### src/rtl/wb_stage.sv
// wb_stage: writeback pipeline register, commit-once register file and retire counter.
// Latency: a captured result drives fwd_* after one edge and is readable from the file after two.
// Backpressure: stall holds the WB entry (it still commits once); flush drops an uncommitted entry.
// Ports: clk/rst (sync, active-high); stall, flush; in_valid, RegwBoolean, Rd, FinalResult from MEM;
//        ra1/ra2 -> rd1/rd2 combinational decode reads; fwd_valid/fwd_rd/fwd_data forwarding source;
//        retire_count = committed valid entries (wraps mod 2**32).
// Optional feature macro: WB_READ_BYPASS_EN (write-through of the committing entry onto rd1/rd2).
module wb_stage #(
  parameter int DW       = 32,
  parameter int AW       = 4,
  parameter int ZERO_REG = 1
) (
  input  logic          clk,
  input  logic          rst,
  input  logic          stall,
  input  logic          flush,
  input  logic          in_valid,
  input  logic          RegwBoolean,
  input  logic [AW-1:0] Rd,
  input  logic [DW-1:0] FinalResult,
  input  logic [AW-1:0] ra1,
  input  logic [AW-1:0] ra2,
  output logic [DW-1:0] rd1,
  output logic [DW-1:0] rd2,
  output logic          fwd_valid,
  output logic [AW-1:0] fwd_rd,
  output logic [DW-1:0] fwd_data,
  output logic [31:0]   retire_count
);

  localparam int NREG = 2 ** AW;

  logic          wb_valid;
  logic          wb_regw;
  logic [AW-1:0] wb_rd;
  logic [DW-1:0] wb_data;
  logic          committed;
  logic [31:0]   retire_cnt;
  logic [DW-1:0] regfile [NREG];

  logic commit;
  logic wr_en;

  // An entry commits in its first resident cycle; flush in that cycle cancels it.
  // rst is handled by priority inside the sequential blocks.
  assign commit = wb_valid & ~committed & ~flush;
  assign wr_en  = commit & wb_regw & ~((ZERO_REG != 0) && (wb_rd == '0));

  // WB pipeline register: rst > flush > stall > capture.
  always_ff @(posedge clk) begin
    if (rst) begin
      wb_valid  <= 1'b0;
      wb_regw   <= 1'b0;
      wb_rd     <= '0;
      wb_data   <= '0;
      committed <= 1'b0;
    end else if (flush) begin
      wb_valid  <= 1'b0;
      committed <= 1'b0;
    end else if (stall) begin
      // Held entry remembers it has already been written/counted.
      if (commit) committed <= 1'b1;
    end else begin
      wb_valid  <= in_valid;
      wb_regw   <= RegwBoolean;
      wb_rd     <= Rd;
      wb_data   <= FinalResult;
      committed <= 1'b0;
    end
  end

  always_ff @(posedge clk) begin
    if (rst) begin
      retire_cnt <= '0;
    end else if (commit) begin
      retire_cnt <= retire_cnt + 32'd1;
    end
  end

  always_ff @(posedge clk) begin
    if (rst) begin
      for (int i = 0; i < NREG; i++) regfile[i] <= '0;
    end else if (wr_en) begin
      regfile[wb_rd] <= wb_data;
    end
  end

  always_comb begin
    rd1 = regfile[ra1];
    rd2 = regfile[ra2];
`ifdef WB_READ_BYPASS_EN
    // Write-through: the value being committed this cycle is returned immediately.
    if (wr_en && (ra1 == wb_rd)) rd1 = wb_data;
    if (wr_en && (ra2 == wb_rd)) rd2 = wb_data;
`else
    // No write-through: the hazard unit forwards from fwd_* for this cycle.
`endif
    if ((ZERO_REG != 0) && (ra1 == '0)) rd1 = '0;
    if ((ZERO_REG != 0) && (ra2 == '0)) rd2 = '0;
  end

  assign fwd_valid    = wb_valid & wb_regw;
  assign fwd_rd       = wb_rd;
  assign fwd_data     = wb_data;
  assign retire_count = retire_cnt;

endmodule
### config.mk
export PLATFORM = sky130hd
export DESIGN_NAME = wb_stage
export DESIGN_NICKNAME = d
export VERILOG_FILES = /design/src/rtl/wb_stage.sv
export SDC_FILE = /design/constraint.sdc
export NUM_CORES = 1
export LEC_CHECK = 0
export BUFFER_PORTS_ARGS = -buffer_cell sky130_fd_sc_hd__buf_2
export CORE_MARGIN = 3
export CORE_UTILIZATION = 53
export DETAILED_ROUTE_END_ITERATION = 8
export PLACE_DENSITY = 0.7
export SLEW_MARGIN = 20
export SYNTH_ARGS = -nofsm -noshare
export SYNTH_HDL_FRONTEND = slang
export SYNTH_SLANG_ARGS = --single-unit
### constraint.sdc
create_clock -name clk -period 9.1 [get_ports clk]
set_input_delay 2.275 -clock clk [delete_from_list [all_inputs] [get_ports clk]]
set_output_delay 2.275 -clock clk [all_outputs]
set_load 0.02 [all_outputs]
## Word level (Yosys, flattened, before mapping)

Memory sizes are Yosys's and may differ from the RTL's.
Index checks and enable logic that the tools add are counted.

- Bits of input ports: 50
- RAM bits: 512
- Word-level logic and storage cells: 34
- Register bits after elaboration: 71
- Memories: 1
- Output and inout port bits: 133

Memory list:

| name | words | bits a word | read ports | clocked after Yosys merged registers in | write ports | RTL line | RTL |
|---|---|---|---|---|---|---|---|
| regfile | 16 | 32 | 2 | 0 | 16 | 39 | `logic [DW-1:0] regfile [NREG];` |

- $add $sub $neg: 1
- Reduce and logical (&&, ||, !) cells: 7
- Mux-type cells: 10
- Bitwise logic cells: 9

Operators by type and width:

| kind | count |
|---|---|
| 32-bit two-way mux | 3 |
| 32-bit by 1-bit adder with 32-bit output (second input constant) | 1 |
| 32-bit OR reduction | 1 |
| 4-bit logical NOT | 3 |
| 1-bit two-way mux | 6 |
| 1-bit bitwise AND | 5 |
| 4-bit two-way mux | 1 |
| 1-bit inverter | 4 |
| 3-bit OR reduction | 1 |
| 2-bit AND reduction | 1 |
| 2-bit OR reduction | 1 |

## Depth between registers and ports, before layout

Gate-level depths: netlist of run 1.

- Word-level depth: 10
- Depth in mapped cells: 8
- Gate-level depth less buffers: 6

## Worst setup path after synthesis of run 1

No wires, ideal clock.

- Kind: in2out
- From: input port ra2[0]
- To: output port rd2[29]
- Path buffers: 3
- Stages on the path: 8
- Arrival time: 4.015 ns
- Setup slack: 2.810 ns
- Data required time: 6.825 ns
- Path through: clkbuf_1 -> buf_2 -> buf_1 -> mux2i_1 -> nand2_1 -> a32o_1 -> nand2_1 -> nand3_1

- Longest elaborated chain between the ends: 2
- Elaborated cells between the ends (all ways): 3
- Classes of those cells: 1 x mux; 1 x reduce/logical; 1 x memory

RTL lines:

| element | RTL line | RTL |
|---|---|---|
| start: declaration | 22 | `input logic [AW-1:0] ra2,` |
| memory read 16 x 32 bit or 4-bit logical NOT (tied branches) | - |  |
| 32-bit two-way mux * | 99 | `if ((ZERO_REG != 0) && (ra2 == '0)) rd2 = '0;` |
| end: declaration | 24 | `output logic [DW-1:0] rd2,` |

Every way passes the cells marked *; elsewhere a longest branch is shown, timed or not.

## Worst setup path in the final report of run 1

- From: input port ra2[2]
- To: output port rd2[16]

The elaborated chain is that of the path after synthesis.

==> impl_metrics.yaml, run 1 <==
setup_path:
  critPathMaxStageDelay_ns: 0.93
  endpoint_kind: "output port"
  startpoint_type: "input port"
  required_ns: 6.83
  path_cells: "buf_2 -> buf_4 -> nor2b_4 -> a221oi_1 -> a22oi_1 -> a21oi_1 -> buf_2"
  r2r_cells: 6
  cpMostUsedCell: "buf_2"
  r2r-start: "fwd_rd[1]"
  critical_path.max_fanout: 39
  worstPathArrival_ns: 5.04
  r2r_slack_ns: 5.45
  crit_type: "input port to output port"
  slowest_stage: "nor2b_4"
  rr_endpoint: "regfile[6][13]"
synthesis:
  postSynthAreaPerCell_um2: 13.41
  synth_edf_count: 512
  ys_async_sr_fraction: 0
  yosys_warnings: 0
  synthDistinctLibCells: 44
  synth.cell_area_mm2: 0.02984
  yosysTopAreaCell: "edfxtp_1"
  netlist_instances: 2226
  synth_top_area_frac: 0.5152
  synth.area.top_cells: "edfxtp_1 52%, mux4_2 14%, and2_1 10%"
  seq_area_frac_synth: 0.5628
  ys_ff_latch: 583
  synth_flop_cell: "edfxtp_1"
grt:
  grt_usage: 0.3086
  gr-max-usage-layer: "met2"
  globalRouteMet2Util: 0.4934
  globalRouteMet3Util: 0.07011
  grt_pass1_vias: 20604
  met1_usage: 0.4212
  grt_pass1_wl_um: 134300
  antenna_found_initial: 2
  grt_overflow: 0
  grt_max_degree: 104
routing:
  drtAntennaViolNets: 0
  firstDrtPassIters: 5
  drt-initial-drc-count: 2824
  via_per_inst: 6.521
  routedWlPerCell_um: 29.11
  drc: 0
  vias: 20592
  drt_wl_total_um: 91930
sta:
  clock-skew-final_ns: 0.03496
  hold_viol_final: 0
  finalSetupTns_ns: 0
  relSlewSlack: 0.2305
  finalCriticalPeriod_ns: 7.319
  slew_violations: 0
  worstMarginPinSlew_ns: 1.152
  fmax_mhz: 136.6
  final.period_utilization: 0.8043
  setup_viol_count_final: 0
  hold_slack_ns: 0.4563
  rsz0062_at_grt: "false"
  finalWorstSetupSlack_ns: 1.781
run_status:
  status: "finished, final reports clean"
cts:
  cts_hold_buf: 0
  htree_levels: 2
  cts_buffers: 60
  postCtsResizedCells: 0
  clk_pin_slew_ns: 0.06
  cts_tree: "yes"
  post_cts_buffers: 0
  root_buffer: "clkbuf_16"
  cts_buffer_depth: 3
  clk_latency_ns: 0.64
  cts.sinks: 583
power_and_ir_drop:
  powerDensity_mw_per_mm2: 184.0
  leakage_nw: 12.50
  irDropWorstVdd_mv: 0.1481
finish:
  fillCellCount: 4301
  drive_gt1_frac: 0.2342
  design_area_mm2: 0.03357
  nets: 2407
  synthToLayoutAreaGrowth_pct: 12.49
run:
  drv_cap: 0
hold_path:
  min_from: "fwd_data[11]"
  hold_class: "register to register"
  hold_end: "fwd_data[11]"
  hold_depth: 2
floorplan:
  die_w_um: 243.3
  rows: 86
  ios: 183
  dieArea_mm2: 0.05919
  die_y_um: 243.3
  fp.coreArea_mm2: 0.05542
  start_util: 0.5385
placed_design:
  pre_cts_slack_ns: 1.873
  place_congestion: 0.8956
  placed_area_mm2: 0.03160
  numPortBuffers: 182
  dp_hpwl_um: 54200
## worst max-delay path, delay by kind of cell
kind	cells	cell delay [ns]
buffers and inverters	3	1.06
AND/OR/NAND/NOR	1	0.93
AO/OA/AOI/OAI	3	0.72
## power by group
group / switching (mW) / internal [mW]
combinational: 0.404 / 0.240
sequential: 0.0745 / 2.99
clock: 1.04 / 1.42
## cells in the mapped netlist (5+ instances only)
master	number
buf_2	22
edfxtp_1	512
and2_1	484
a32o_1	23
or2_2	17
clkbuf_1	163
inv_1	9
nor2b_1	5
mux2i_1	130
nor3_1	18
a21oi_1	83
nand2_1	179
dfxtp_1	71
xor2_1	15
nand3_1	40
buf_1	15
a22oi_1	41
xnor2_1	9
a221oi_1	41
a211oi_1	41
mux4_2	192
nor2_1	46
nor4_1	5
nand4_1	30
or3_1	6
## routing by layer
layer | wire length [µm] | up-vias | part of all wire
li1 | - | 8624 | -
met1 | 34160 | 10341 | 0.37
met2 | 43140 | 1418 | 0.47
met3 | 11360 | 209 | 0.12
met4 | 3262 | 0 | 0.035
met5 | 0 | - | 0
## cell families (layout without fill, tap and decap cells)
kind of cell,after synthesis,after routing,synth area share
other,1,34,0.0001257
buffers and inverters,212,363,0.02784
muxes,323,323,0.1889
and+or+nand+nor,847,847,0.1574
DFF,583,583,0.5628
xor gates and xnor gates,24,24,0.007044
AOI/OAI and AO/OA,235,235,0.05547
adders and majority gates,1,1,0.0004192
## cell usage in the layout (no fill, tap or decap), drive strengths merged, types with 2 or more instances in the layout
| cell | synthesis | routed |
|---|---|---|
| a221oi | 41 | 41 |
| clkbuf | 163 | 82 |
| nand2b | 2 | 2 |
| a211oi | 41 | 41 |
| o21ai | 4 | 4 |
| bufinv | 0 | 4 |
| or3 | 6 | 6 |
| or4 | 3 | 3 |
| edfxtp | 512 | 512 |
| nand4 | 30 | 30 |
| and3 | 4 | 4 |
| mux2i | 130 | 130 |
| buf | 38 | 238 |
| nor2 | 46 | 46 |
| dfxtp | 71 | 71 |
| and2 | 485 | 485 |
| a22oi | 41 | 41 |
| inv | 9 | 13 |
| diode | 0 | 2 |
| nor3 | 18 | 18 |
| xor2 | 15 | 15 |
| a21oi | 83 | 83 |
| or2 | 18 | 18 |
| clkinv | 2 | 25 |
| nand2 | 179 | 179 |
| nand3 | 40 | 40 |
| a32o | 23 | 23 |
| nor2b | 5 | 5 |
| mux4 | 192 | 192 |
| xnor2 | 9 | 9 |
| conb | 1 | 32 |
| nor4 | 6 | 6 |
| a21o | 2 | 2 |
## flip-flops by register name, summed over array words and instances, names as in the netlist
name	cells
committed	1
wb_valid	1
fwd_data	32
fwd_rd	4
wb_regw	1
retire_count	32
regfile	512
## how the worst max path moves through the flow
| stage | startpoint | to | slack, ns | cells after the start |
|---|---|---|---|---|
| floorplan | ra2[0] | rd2[29] | 2.81 | 8 |
| global placement | ra2[2] | rd2[2] | 1.92 | 7 |
| detailed placement | ra2[2] | rd2[1] | 1.87 | 7 |
| CTS | ra2[2] | rd2[1] | 1.87 | 7 |
| global route | ra2[2] | rd2[16] | 1.68 | 7 |
| finish | ra2[2] | rd2[16] | 1.78 | 7 |
## metrics by stage
step	power, mW	util	instances
2_1_floorplan	3.507	-	2257
3_3_place_gp	3.742	0.5702	3042
3_5_place_dp	3.759	0.5702	3042
4_1_cts	6.186	0.6057	3156
5_1_grt	6.348	0.6058	3158
6_report	6.179	0.6058	3158
## area by class of cell
type,count,area [µm²],area share
clock buffer,82,1707,0.05084
clock inverter,32,260.3,0.007752
timing repair buffer,238,1384,0.04122
multi-input combinational,1462,12440,0.3706
inverter,11,41.29,0.001230
sequential,583,16800,0.5003
antenna,2,5.005,0.0001491
tap,748,935.9,0.02788
(Power assumes the default switching activity.)
==> inputs of run 2 (changes only) <==
--- a/config.mk
+++ b/config.mk
@@ -5,11 +5,12 @@
 export SDC_FILE = /design/constraint.sdc
 export NUM_CORES = 1
 export LEC_CHECK = 0
+export ABC_AREA = 1
 export BUFFER_PORTS_ARGS = -buffer_cell sky130_fd_sc_hd__buf_2
 export CORE_MARGIN = 3
 export CORE_UTILIZATION = 53
 export DETAILED_ROUTE_END_ITERATION = 8
-export PLACE_DENSITY = 0.7
+export PLACE_DENSITY = 0.73
 export SLEW_MARGIN = 20
 export SYNTH_ARGS = -nofsm -noshare
 export SYNTH_HDL_FRONTEND = slang
==> constraint.sdc (replaced) <==
create_clock -name clk -period 5.98 [get_ports clk]
set_input_delay 1.495 -clock clk [delete_from_list [all_inputs] [get_ports clk]]
set_output_delay 1.495 -clock clk [all_outputs]
set_load 0.02 [all_outputs]
==> run 2 against run 1 <==
  * Via count is 37% higher
  * Power is 56% higher
  * Hold slack better by 0.051 ns
  * Cell count is 53% higher
  * Area after synthesis is 5.7% higher
  * Die area is 5.5% higher
  * Sequential share of layout area is 2.0 points lower
  * Largest cell class unchanged
  * Largest power group unchanged
==> impl_metrics.yaml, run 2 <==
run_status:
  status: "finished, final reports clean"
setup_path:
  worstPathArrival_ns: 3.82
  startpoint_type: "input port"
  crit_type: "input port to output port"
  required_ns: 4.49
  endpoint_kind: "output port"
  critical_path.max_fanout: 100
cts:
  htree_levels: 3
  post_cts_buffers: 0
  clk_latency_ns: 0.61
  cts_buffers: 66
  cts_buffer_depth: 3
  cts_tree: "yes"
  root_buffer: "clkbuf_16"
  cts_hold_buf: 0
  cts.sinks: 583
  clk_pin_slew_ns: 0.06
  postCtsResizedCells: 0
finish:
  final_common_cell: "nand2_1"
  nets: 4074
  multi_input_area_mm2: 0.01179
  synthToLayoutAreaGrowth_pct: 10.90
  design_area_mm2: 0.03497
  regArea_mm2: 0.01680
  drive_gt1_frac: 0.09127
  top_register: "regfile"
  final_cell_mix: "855 x nand2_1, 614 x nor2_1, 512 x edfxtp_1"
  layout.cells.non_filler: 4843
  largest_reg_flops: 512
  fillCellCount: 5095
synthesis:
  postSynthAreaPerCell_um2: 7.929
  synth.area.top_cells: "edfxtp_1 49%, nand2_1 10%, nor2_1 7.4%"
  synth_top_area_frac: 0.4876
  yosysMostFrequentCell: "nand2_1"
  ys_async_sr_fraction: 0
  yosys_warnings: 0
  yosysTopAreaCell: "edfxtp_1"
  synth.cell_area_mm2: 0.03153
  ys_ff_latch: 583
  yosys-top-cells-count: "870 x nand2_1, 618 x nor2_1, 512 x edfxtp_1"
  synth_flop_cell: "edfxtp_1"
  synth_edf_count: 512
  synthDistinctLibCells: 29
  seq_area_frac_synth: 0.5326
  netlist_instances: 3977
sta:
  relSlewSlack: 0.2313
  slew_violations: 0
  clock-skew-final_ns: 0.01527
  finalSetupTns_ns: 0
  fmax_mhz: 188.0
  hold_viol_final: 0
  finalCriticalPeriod_ns: 5.318
  final.period_utilization: 0.8893
  worstMarginPinSlew_ns: 1.149
  rsz0062_at_grt: "false"
  setup_viol_count_final: 0
floorplan:
  ios: 183
  fp.coreArea_mm2: 0.05825
  die_y_um: 249.9
  start_util: 0.5414
  rows: 88
  die_w_um: 249.9
  dieArea_mm2: 0.06246
grt:
  grt_max_degree: 159
  grt_pass1_vias: 26731
  grt_usage: 0.3144
  grt_pass1_wl_um: 152800
  grt_overflow: 0
  antenna_found_initial: 2
routing:
  drt_wl_total_um: 100000
  via_per_inst: 5.843
  drc: 0
  firstDrtPassIters: 6
  vias: 28300
  routedWlPerCell_um: 20.66
  drt-initial-drc-count: 3814
  drtAntennaViolNets: 0
hold_path:
  hold_class: "register to register"
placed_design:
  placed_area_mm2: 0.03296
  dp_hpwl_um: 60980
  dp.cells: 4720
  place_congestion: 0.9220
  numPortBuffers: 182
run:
  drv_cap: 0
power_and_ir_drop:
  irDropWorstVdd_mv: 0.2301
  leakage_nw: 14.57
  powerDensity_mw_per_mm2: 275.9
  power_mw: 9.650
[run 2: changes by cell type after synthesis, sizes merged, moves of 128 or more]
cell / delta
a21oi: +161
and2: -485
inv: +468
mux2i: -130
mux4: -192
nand2: +691
nand3: +382
nor2: +572
o211ai: +128
o21ai: +300
[run 2: cells by family after synthesis]
family	Yosys count	synth area share
AO/OA/AOI/OAI	678	0.1179
AND/OR/NAND/NOR	1932	0.2489
other	1	0.0001189
XOR/XNOR	1	0.0002778
adder cells (fa/ha/maj)	1	0.0003967
flip-flops	583	0.5326
buffers and inverters	781	0.09975
[run 2: path summary, 6_finish.rpt]
kind / from / endpoint / slack, ns / cells after the start
max: ra2[0] / rd2[25] / 0.66 / 11
min: retire_count[31] / retire_count[31] / 0.51 / 2
max reg2reg: wb_valid / regfile[15][9] / 2.55 / 8
min reg2reg: retire_count[31] / retire_count[31] / 0.51 / 2
[run 2: final cells by class]
cell class / instances / area share
Antenna cell: 2 / 0.0001431
Clock buffer: 93 / 0.05220
Clock inverter: 28 / 0.004794
Inverter: 477 / 0.05138
Multi-Input combinational cell: 2644 / 0.3370
Sequential cell: 583 / 0.4803
Tap cell: 765 / 0.02737
Timing Repair Buffer: 251 / 0.04680
[run 2: worst max-delay path, stage by stage]
cell and delay [ns]:
buf_8 0.41, inv_4 0.27, buf_4 0.36, nand2_1 0.12, nand3_1 0.06, o21ai_0 0.08
nand2_1 0.08, nand2_1 0.11, inv_1 0.05, a21oi_1 0.43, buf_2 0.26
[run 2: per-stage QoR]
step / util / hold slack [ns] / setup slack [ns]
floorplan: - / 0.4586 / 1.647
global route: 0.6003 / 0.5322 / 0.5754
global placement: 0.5659 / 0.4761 / 0.8338
detailed placement: 0.5659 / 0.4927 / 0.8243
CTS: 0.6001 / 0.5058 / 0.8196
finish: 0.6004 / 0.5071 / 0.6619
[run 2: report_power, final]
| group | total [mW] | internal (mW) | switching [mW] |
|---|---|---|---|
| Combinational | 1.25 | 0.321 | 0.925 |
| Sequential | 4.62 | 4.56 | 0.0530 |
| Clock | 3.79 | 2.14 | 1.65 |
| Total | 9.65 | 7.03 | 2.62 |
[run 2: layer usage]
metal | part of all wire | wire length [µm] | vias to the layer above | global-route usage
met3 | 0.12 | 12080 | 306 | 0.07118
li1 | - | - | 13104 | -
met5 | 0.00066 | 66 | - | 0
met2 | 0.46 | 46150 | 1799 | 0.5024
met4 | 0.045 | 4498 | 2 | 0.1419
met1 | 0.37 | 37230 | 13089 | 0.4101
